File: src/rtl/cpu_pkg.sv
// Shared encodings for the multi-cycle CPU control path: opcodes, ALU codes,
// FSM states and the instruction classes the decoder works in.
package cpu_pkg;

  localparam logic [5:0] OP_RTYPE = 6'h00;
  localparam logic [5:0] OP_J     = 6'h02;
  localparam logic [5:0] OP_ADDI  = 6'h08;
  localparam logic [5:0] OP_ORI   = 6'h0D;
  localparam logic [5:0] OP_LW    = 6'h23;
  localparam logic [5:0] OP_SW    = 6'h2B;

  localparam logic [2:0] ALU_ADD = 3'b000;
  localparam logic [2:0] ALU_OR  = 3'b011;

  typedef enum logic [2:0] {
    S_FETCH  = 3'd0,
    S_DECODE = 3'd1,
    S_EXEC   = 3'd2,
    S_MEM    = 3'd3,
    S_WB     = 3'd4
  } state_t;

  typedef enum logic [2:0] {
    C_R, C_ADDI, C_ORI, C_LW, C_SW, C_J, C_ILL
  } iclass_t;

  function automatic iclass_t classify(input logic [5:0] op);
    case (op)
      OP_RTYPE: return C_R;
      OP_ADDI:  return C_ADDI;
      OP_ORI:   return C_ORI;
      OP_LW:    return C_LW;
      OP_SW:    return C_SW;
      OP_J:     return C_J;
      default:  return C_ILL;
    endcase
  endfunction

endpackage

File: src/rtl/imm_extend.sv
// Widens the 16-bit instruction immediate to the datapath width,
// either sign- or zero-extended.
module imm_extend #(
  parameter int DATA_W = 32
) (
  input  logic [15:0]       imm16,
  input  logic              zero_ext,
  output logic [DATA_W-1:0] imm_ext
);

  generate
    if (DATA_W > 16) begin : g_wide
      logic [DATA_W-17:0] upper;
      assign upper   = zero_ext ? '0 : {(DATA_W-16){imm16[15]}};
      assign imm_ext = {upper, imm16};
    end else begin : g_narrow
      logic unused_mode;
      assign unused_mode = zero_ext;
      assign imm_ext     = imm16;
    end
  endgenerate

endmodule

File: src/rtl/multicycle_control_unit.sv
// Sequencer for the multi-cycle CPU: fetch over req/ack, decode from the IR,
// step EXEC/MEM/WB with one-cycle strobes and an ack timeout on both buses.
module multicycle_control_unit
  import cpu_pkg::*;
#(
  parameter int DATA_W     = 32,
  parameter int REG_ADDR_W = 5,
  parameter int TIMEOUT    = 15
) (
  input  logic                  clk,
  input  logic                  rst,
  output logic                  imem_req,
  input  logic                  imem_ack,
  input  logic [31:0]           instr_in,
  output logic                  dmem_req,
  output logic                  dmem_we,
  input  logic                  dmem_ack,
  output logic [REG_ADDR_W-1:0] rs,
  output logic [REG_ADDR_W-1:0] rt,
  output logic [REG_ADDR_W-1:0] rd,
  output logic [DATA_W-1:0]     imm,
  output logic [15:0]           jump_offset,
  output logic [2:0]            alu_func,
  output logic                  alu_src_imm,
  output logic                  pc_en,
  output logic                  pc_sel,
  output logic                  reg_we,
  output logic                  reg_wsel,
  output logic                  wb_from_mem,
  output logic                  illegal,
  output logic                  bus_err,
  output logic [2:0]            state_o
);

  localparam logic [7:0] TIMEOUT_C = 8'(TIMEOUT);

  state_t      state_reg;
  logic [31:0] ir_reg;
  logic [7:0]  cnt_reg;
  logic        imem_req_reg, dmem_req_reg, dmem_we_reg, alu_src_imm_reg;
  logic        pc_en_reg, pc_sel_reg, reg_we_reg, wb_from_mem_reg;
  logic        illegal_reg, bus_err_reg;

  iclass_t ir_class;
  iclass_t fetch_class;

  assign ir_class    = classify(ir_reg[31:26]);
  assign fetch_class = classify(instr_in[31:26]);

  // Decoded fields come straight off the IR, so they hold until the next fetch lands.
  assign rs          = ir_reg[21 +: REG_ADDR_W];
  assign rt          = ir_reg[16 +: REG_ADDR_W];
  assign rd          = ir_reg[11 +: REG_ADDR_W];
  assign jump_offset = ir_reg[15:0];
  assign reg_wsel    = (ir_class == C_ADDI) || (ir_class == C_ORI) ||
                       (ir_class == C_LW)   || (ir_class == C_SW);

  always_comb begin
    alu_func = ALU_ADD;
    case (ir_class)
      C_R:     alu_func = ir_reg[2:0];
      C_ORI:   alu_func = ALU_OR;
      default: alu_func = ALU_ADD;
    endcase
  end

  imm_extend #(.DATA_W(DATA_W)) u_imm_extend (
    .imm16    (ir_reg[15:0]),
    .zero_ext (ir_class == C_ORI),
    .imm_ext  (imm)
  );

  always_ff @(posedge clk) begin
    if (rst) begin
      state_reg       <= S_FETCH;
      ir_reg          <= '0;
      cnt_reg         <= '0;
      imem_req_reg    <= 1'b0;
      dmem_req_reg    <= 1'b0;
      dmem_we_reg     <= 1'b0;
      alu_src_imm_reg <= 1'b0;
      pc_en_reg       <= 1'b0;
      pc_sel_reg      <= 1'b0;
      reg_we_reg      <= 1'b0;
      wb_from_mem_reg <= 1'b0;
      illegal_reg     <= 1'b0;
      bus_err_reg     <= 1'b0;
    end else begin
      pc_en_reg       <= 1'b0;
      pc_sel_reg      <= 1'b0;
      reg_we_reg      <= 1'b0;
      wb_from_mem_reg <= 1'b0;
      illegal_reg     <= 1'b0;
      bus_err_reg     <= 1'b0;
      alu_src_imm_reg <= 1'b0;
      case (state_reg)
        S_FETCH: begin
          // Request is raised one cycle after reset or a bus error, then held.
          if (!imem_req_reg) begin
            imem_req_reg <= 1'b1;
            cnt_reg      <= '0;
          end else if (imem_ack) begin
            imem_req_reg <= 1'b0;
            ir_reg       <= instr_in;
            state_reg    <= S_DECODE;
            if (fetch_class == C_J) begin
              pc_en_reg  <= 1'b1;
              pc_sel_reg <= 1'b1;
            end else if (fetch_class == C_ILL) begin
              pc_en_reg   <= 1'b1;
              illegal_reg <= 1'b1;
            end
          end else if (cnt_reg == TIMEOUT_C) begin
            imem_req_reg <= 1'b0;
            bus_err_reg  <= 1'b1;
          end else begin
            cnt_reg <= cnt_reg + 8'd1;
          end
        end
        S_DECODE: begin
          if (ir_class == C_J || ir_class == C_ILL) begin
            state_reg    <= S_FETCH;
            imem_req_reg <= 1'b1;
            cnt_reg      <= '0;
          end else begin
            state_reg       <= S_EXEC;
            alu_src_imm_reg <= (ir_class != C_R);
          end
        end
        S_EXEC: begin
          if (ir_class == C_LW || ir_class == C_SW) begin
            state_reg    <= S_MEM;
            dmem_req_reg <= 1'b1;
            dmem_we_reg  <= (ir_class == C_SW);
            cnt_reg      <= '0;
          end else begin
            state_reg  <= S_WB;
            reg_we_reg <= 1'b1;
            pc_en_reg  <= 1'b1;
          end
        end
        S_MEM: begin
          if (dmem_ack) begin
            dmem_req_reg <= 1'b0;
            dmem_we_reg  <= 1'b0;
            pc_en_reg    <= 1'b1;
            if (ir_class == C_LW) begin
              state_reg       <= S_WB;
              reg_we_reg      <= 1'b1;
              wb_from_mem_reg <= 1'b1;
            end else begin
              state_reg    <= S_FETCH;
              imem_req_reg <= 1'b1;
              cnt_reg      <= '0;
            end
          end else if (cnt_reg == TIMEOUT_C) begin
            // Abandon the access; the PC is left alone so the same fetch is retried.
            dmem_req_reg <= 1'b0;
            dmem_we_reg  <= 1'b0;
            bus_err_reg  <= 1'b1;
            state_reg    <= S_FETCH;
          end else begin
            cnt_reg <= cnt_reg + 8'd1;
          end
        end
        S_WB: begin
          state_reg    <= S_FETCH;
          imem_req_reg <= 1'b1;
          cnt_reg      <= '0;
        end
        default: state_reg <= S_FETCH;
      endcase
    end
  end

  assign imem_req    = imem_req_reg;
  assign dmem_req    = dmem_req_reg;
  assign dmem_we     = dmem_we_reg;
  assign alu_src_imm = alu_src_imm_reg;
  assign pc_en       = pc_en_reg;
  assign pc_sel      = pc_sel_reg;
  assign reg_we      = reg_we_reg;
  assign wb_from_mem = wb_from_mem_reg;
  assign illegal     = illegal_reg;
  assign bus_err     = bus_err_reg;
  assign state_o     = state_reg;

endmodule

File: config.mk
export PLATFORM = sky130hd
export DESIGN_NAME = multicycle_control_unit
export DESIGN_NICKNAME = d
export VERILOG_FILES = /design/src/rtl/cpu_pkg.sv /design/src/rtl/imm_extend.sv /design/src/rtl/multicycle_control_unit.sv
export SDC_FILE = /design/constraint.sdc
export NUM_CORES = 1
export LEC_CHECK = 0
export ABC_AREA = 1
export CAP_MARGIN = 20
export CORE_MARGIN = 1
export CORE_UTILIZATION = 48
export CTS_CLUSTER_SIZE = 8
export DETAILED_ROUTE_END_ITERATION = 8
export PLACE_DENSITY_LB_ADDON = 0.2
export SLEW_MARGIN = 20
export SYNTH_ARGS = -nofsm -noshare
export SYNTH_HDL_FRONTEND = slang
export SYNTH_SLANG_ARGS = --single-unit
File: constraint.sdc
create_clock -name clk -period 2.3 [get_ports clk]
set_input_delay 0.46 -clock clk [delete_from_list [all_inputs] [get_ports clk]]
set_output_delay 0.46 -clock clk [all_outputs]
set_load 0.005 [all_outputs]
# --- After elaboration in Yosys (flattened, before gate mapping) ---
# Index checks and enable logic that the tools add are counted.
# Widths: inputs -> output; s select.
word_totals:
  register_bits: 53
  latch_bits: 0
  ramBits: 0
  rom_bits: 0
  input_bits: 36
  output_inout_bits: 80
  elab_cells: 122
  memories: 0
classes:
  n_addsub: 1
  mul: 0
  n_div: 0
  magnitude_cmp: 0
  eq_ne: 32
  shift: 0
  mux: 49
  bitwise_logic: 5
  reduce_logical: 22
op_table:
  columns: ["operator", "count"]
  rows:
  - ["$mux 8", 7]
  - ["$pmux 8 s5", 1]
  - ["$pmux 3 s6", 2]
  - ["$eq 6x4->1 const B", 4]
  - ["$eq 6x6->1 const B", 4]
  - ["$mux 1", 23]
  - ["$eq 3x3->1 const B", 6]
  - ["$mux 3", 6]
  - ["$mux 16", 1]
  - ["$eq 3x2->1 const B", 4]
  - ["$eq 6x2->1 const B", 2]
  - ["$logic_not 6->1", 2]
  - ["$ne 2x2->1 const B", 6]
  - ["$pmux 3 s4", 1]
  - ["$ne 3x3->1 const B", 3]
  - ["$reduce_and 3->1", 3]
  - ["$add 8x1->8 const B", 1]
  - ["$eq 8x4->1 const B", 1]
  - ["$pmux 1 s2", 4]
  - ["$eq 3x1->1 const B", 2]
  - ["$logic_not 3->1", 2]
  - ["$pmux 3 s2", 1]
  - ["$logic_or 1x1->1", 5]
  - ["$not 1->1", 5]
  - ["13 further kinds", 13]

# --- Logic depth before layout (Yosys ltp) ---
depth:
  word_depth: 8
  ltp_mapped: 11
  ltp_nobuf: 11

# --- By module ---
# Synthesis repeated with hierarchy kept, for this count alone.
unflattened:
  cells_unflattened: 425
  hier_area_um2: 2977.9
by_module_without_submodules:
  columns: ["mod", "n_inst", "cells_each", "area_per_inst_um2", "seq_area_each_um2"]
  rows:
  - ["multicycle_control_unit", 1, 392, 2735.1, 1061.0]
  - ["imm_extend", 1, 33, 242.7, 0.0]

# --- Worst setup path before layout ---
# No wires, ideal clock.
synth_timing:
  kind: "register to output"
  startpoint: "register ir_reg[31]"
  endpoint: "output imm[17]"
  arrival_ps: 1311
  required_ps: 1840
  slack_ps: 529
  stages_incl_launch_ff: 6
  path_buffers: 1
  path_cell_list: "dfxtp_1 -> nor2_2 -> nand2_1 -> nor2_2 -> nor2_1 -> buf_4"
synth_between:
  elab_chain_len: 4
  word_cells_on_any_way: 9
  classes_between: "6 x eq/ne; 2 x mux; 1 x reduce/logical"
synth_rtl:
  columns: ["element", "line", "text"]
  rows:
  - ["start: declaration", "multicycle_control_unit.sv:38", "logic [31:0] ir_reg;"]
  - ["start signal: assignment", "multicycle_control_unit.sv:104", "ir_reg <= instr_in;"]
  - ["$eq 6x2->1 (tied with other cells)", "cpu_pkg.sv:28", "case (op)"]
  - ["$pmux 3 s6 *", "cpu_pkg.sv:28", null]
  - ["$eq 3x2->1 *", "multicycle_control_unit.sv:69", ".zero_ext (ir_class == C_ORI),"]
  - ["$mux 16 *", "imm_extend.sv:14", "assign upper = zero_ext ? '0 : {(DATA_W-16){imm16[15]}};"]
  - ["end: declaration", "multicycle_control_unit.sv:21", "output logic [DATA_W-1:0] imm,"]
# Mark *: on every way between the ends. The rest lies on a longest branch, timed or not.

# --- Final worst setup path ---
layout_timing:
  startpoint: "register ir_reg[27]"
  endpoint: "output imm[19]"
# The elaborated chain is that of the path after synthesis.

==> flow_metrics.tcl <==
set metrics [dict create \
    crit_type "flip-flop to output pin" \
    die_x_um 81.1 \
    yosys_register_bits 53 \
    tritoncts "done" \
    cellPowerDensity_nw_per_um2 965 \
    status "complete, no violations" \
    route.antenna.remaining_nets 0 \
    setup-violations-final 0 \
    power_frac_clock_pct 14.2 \
    synth.yosys.warnings 0 \
    number_of_standard_cell_rows_in_the_floorplan 28 \
    die_area_um2 6580 \
    gate_count_of_the_mapped_netlist 428 \
    slowest_delay_ns 0.57 \
    grt.total_usage_pct 20.6 \
    dr.pass1.iters 4 \
    post_route_cells_drive_above_1_share_pct 11.0 \
    port_buffers 115 \
    io_pins 116 \
    remaining_drc_errors 0 \
    place.detailed.hpwl_mm 4.84 \
    starting_density_of_the_core_pct 50.2 \
    postPlaceCellArea_um2 3760 \
    syn_area_um2 3010 \
    ctsLongestPathBuffers 2 \
    numCtsBuffers 5 \
    worst_path_most_repeated_cell "nor2_4" \
    worst_setup_timing_slack_at_the_placement_stage_ns -0.000504 \
    vdd.ir_drop.worst_mv 0.537 \
    relSlewSlack_pct 75.9 \
    grt_pass1_vias 2468 \
    syn-mean-instance-area_um2 7.02 \
    number_of_distinct_library_cell_variants_in_the_gate_level_netlist_after_synthesis 29 \
    post_drt_wl_per_cell_um 11.9 \
    global_route_wire_length_before_repair_mm 10.5 \
    maxCapViolCount 0 \
    intPower_uw 2340 \
    worst_pin_slew_ns 0.361 \
    maximum_number_of_pins_on_one_net_before_global_route_repair 36 \
    power.share.sequential_pct 36.2 \
    wirelength_mm 6.60 \
    setup_slack_ns 0.128 \
    critPathBufInv 2 \
    hold_class "flip-flop to flip-flop" \
    clock-skew-final_ns 0.00839 \
    final_max_slew_viol_count 0 \
    num_vias 2719 \
    die_height_um 81.1 \
    post_drt_via_cell_ratio 4.90 \
    initialDrtViolationCount 125 \
    area_growth_pct 29.1 \
    setup.worst_path.start_class "flip-flop" \
    cts.sink_count 53 \
    synth_seq_area_share_pct 35.3 \
    path_cells "inv_2 > nand2_1 > nor2_4 > nor2_4 > clkdlybuf4s50_1" \
    clk_root_buffer_cell "clkbuf_8" \
    setup_tns_ns 0 \
    grt_remaining_overflow 0 \
    antenna_cells_inserted 0 \
    switching_share_pct 37.6 \
    number_of_antenna_violations_at_the_first_check_in_global_routing 0 \
    layout_worst_path_cycle_share_pct 94.4 \
    timing.fmax_mhz 460 \
    timing.critical_path.to_type "output pin" \
    clock_latency_ns 0.30 \
    ctsHtreeMaxLevel 2 \
    p_sw_uw 1410 \
    final_net_count 517 \
    total_leakage_power_uw 0.00171 \
    combPwrFrac_pct 49.6 \
    finalHoldViolCount 0 \
    design_area_um2 3880 \
    final.hold.worst_slack_ns 0.466 \
    postCtsSetupRepairBufs 0 \
    worst-endpoint-required_ns 1.84 \
    cp_data_arrival_time_ns 1.71 \
    mappedNetlistNets 465 \
    final_weighted_congestion_of_routability_driven_global_placement 0.866 \
    timing.final.crit_period_ns 2.17 \
    cts.clk_slew.worst_paths_ns 0.09 \
    core_area_um2 5990 \
    worst_path_dominant_cell_family "buffers and inverters" \
    cpMaxStageDelayCell "clkdlybuf4s50_1" \
    largest_register_ff_count 32 \
    path_max_fanout 16 \
]
metrics by stage:
stage	cells	total power (uW)	utilization [%]
after floorplan	428	2680	-
after global placement	548	3170	62.7
after detailed placement	548	3230	62.7
after CTS	555	3770	64.5
after global routing	555	4060	64.8
final	555	3740	64.8
placed cells by master (no fill, tap or decap), types with 2 or more instances in the layout:
| cell type | netlist | layout |
|---|---|---|
| clkdlybuf4s50_1 | 0 | 111 |
| nor2_1 | 72 | 71 |
| nand2_1 | 52 | 52 |
| dfxtp_1 | 53 | 49 |
| inv_1 | 41 | 41 |
| o21ai_0 | 41 | 40 |
| nand3_1 | 21 | 20 |
| nand4_1 | 14 | 14 |
| a21oi_1 | 13 | 13 |
| nor2_2 | 13 | 11 |
| inv_2 | 10 | 10 |
| nor2_4 | 4 | 7 |
| clkbuf_8 | 0 | 6 |
| buf_4 | 62 | 5 |
| dfxtp_2 | 0 | 4 |
| nand3_2 | 2 | 3 |
| dlymetal6s2s_1 | 0 | 3 |
| nand3_4 | 2 | 2 |
| nand2_2 | 2 | 2 |
| nor3_1 | 2 | 2 |
| xor2_1 | 2 | 2 |
kinds of logic after synthesis:
kind of cell	synth area share (%)
adder cells (fa/ha/maj)	0.416
AO/OA/AOI/OAI	9.74
buffers and inverters	24.1
XOR/XNOR	0.583
AND/OR/NAND/NOR	29.9
flip-flops	35.3
metal layers:
metal | GRT usage (%) | wire [um] | vias up
li1 | - | - | 1392
met1 | 22.5 | 2790 | 1222
met2 | 38.4 | 3340 | 95
met3 | 4.38 | 347 | 10
met4 | 8.04 | 113 | 0
met5 | 0 | 0 | -
power groups by stage:
stage	combinational, uW	sequential, uW	clock [uW]
after floorplan	1350	1330	0
after global placement	1820	1360	0
after detailed placement	1860	1370	0
after global routing	2080	1390	581
after CTS	1870	1360	550
final	1860	1360	531
worst paths after layout:
| path | from | to | slack [ns] | cells past startpoint |
|---|---|---|---|---|
| max | ir_reg[27] | imm[19] | 0.13 | 5 |
| min | dmem_req | dmem_req | 0.47 | 2 |
| max reg2reg | cnt_reg[0] | dmem_we | 0.64 | 8 |
| min reg2reg | dmem_req | dmem_req | 0.47 | 2 |
worst reg2reg max path, cell delays in order, from the launching register on:
cell and delay, ns:
dfxtp_1 0.38, ha_1 0.20, nand2_1 0.07, nor2_1 0.13, nand4_1 0.29, nand2_1 0.24
nand3_1 0.12, nand2_1 0.07, a21oi_1 0.05
final cells by class:
class / count / area (um^2)
clock buffer: 6 / 82.6
clock inverter: 1 / 7.51
fill: 556 / 2110
inverter: 51 / 191
multi-input combinational: 249 / 1240
sequential: 53 / 1070
tap: 75 / 93.8
timing repair buffer: 120 / 1190
Yosys cell counts (all sizes together):
cell	number	area (um^2)
buf	66	498
a21oi	13	65.1
or2	1	6.26
a311oi	1	8.76
ha	1	12.5
dfxtp	53	1060
nor2	89	397
inv	51	191
xor2	2	17.5
a31oi	1	6.26
a211oi	1	7.51
nand3b	1	7.51
nand3	25	160
o21ai	41	205
clkbuf	9	33.8
nor3b	1	7.51
nor4	1	6.26
nand2	54	208
nand4	14	87.6
nor3	3	20.0
what timing repair did:
action                                  4_1_cts  5_1_grt
gates resized for setup                       8        6
pin swaps                                     2        1
endpoints found under the setup margin       17        2
gates cloned                                  0        0
hold buffers                                  0        0
Power figures use the tool's default switching activity.
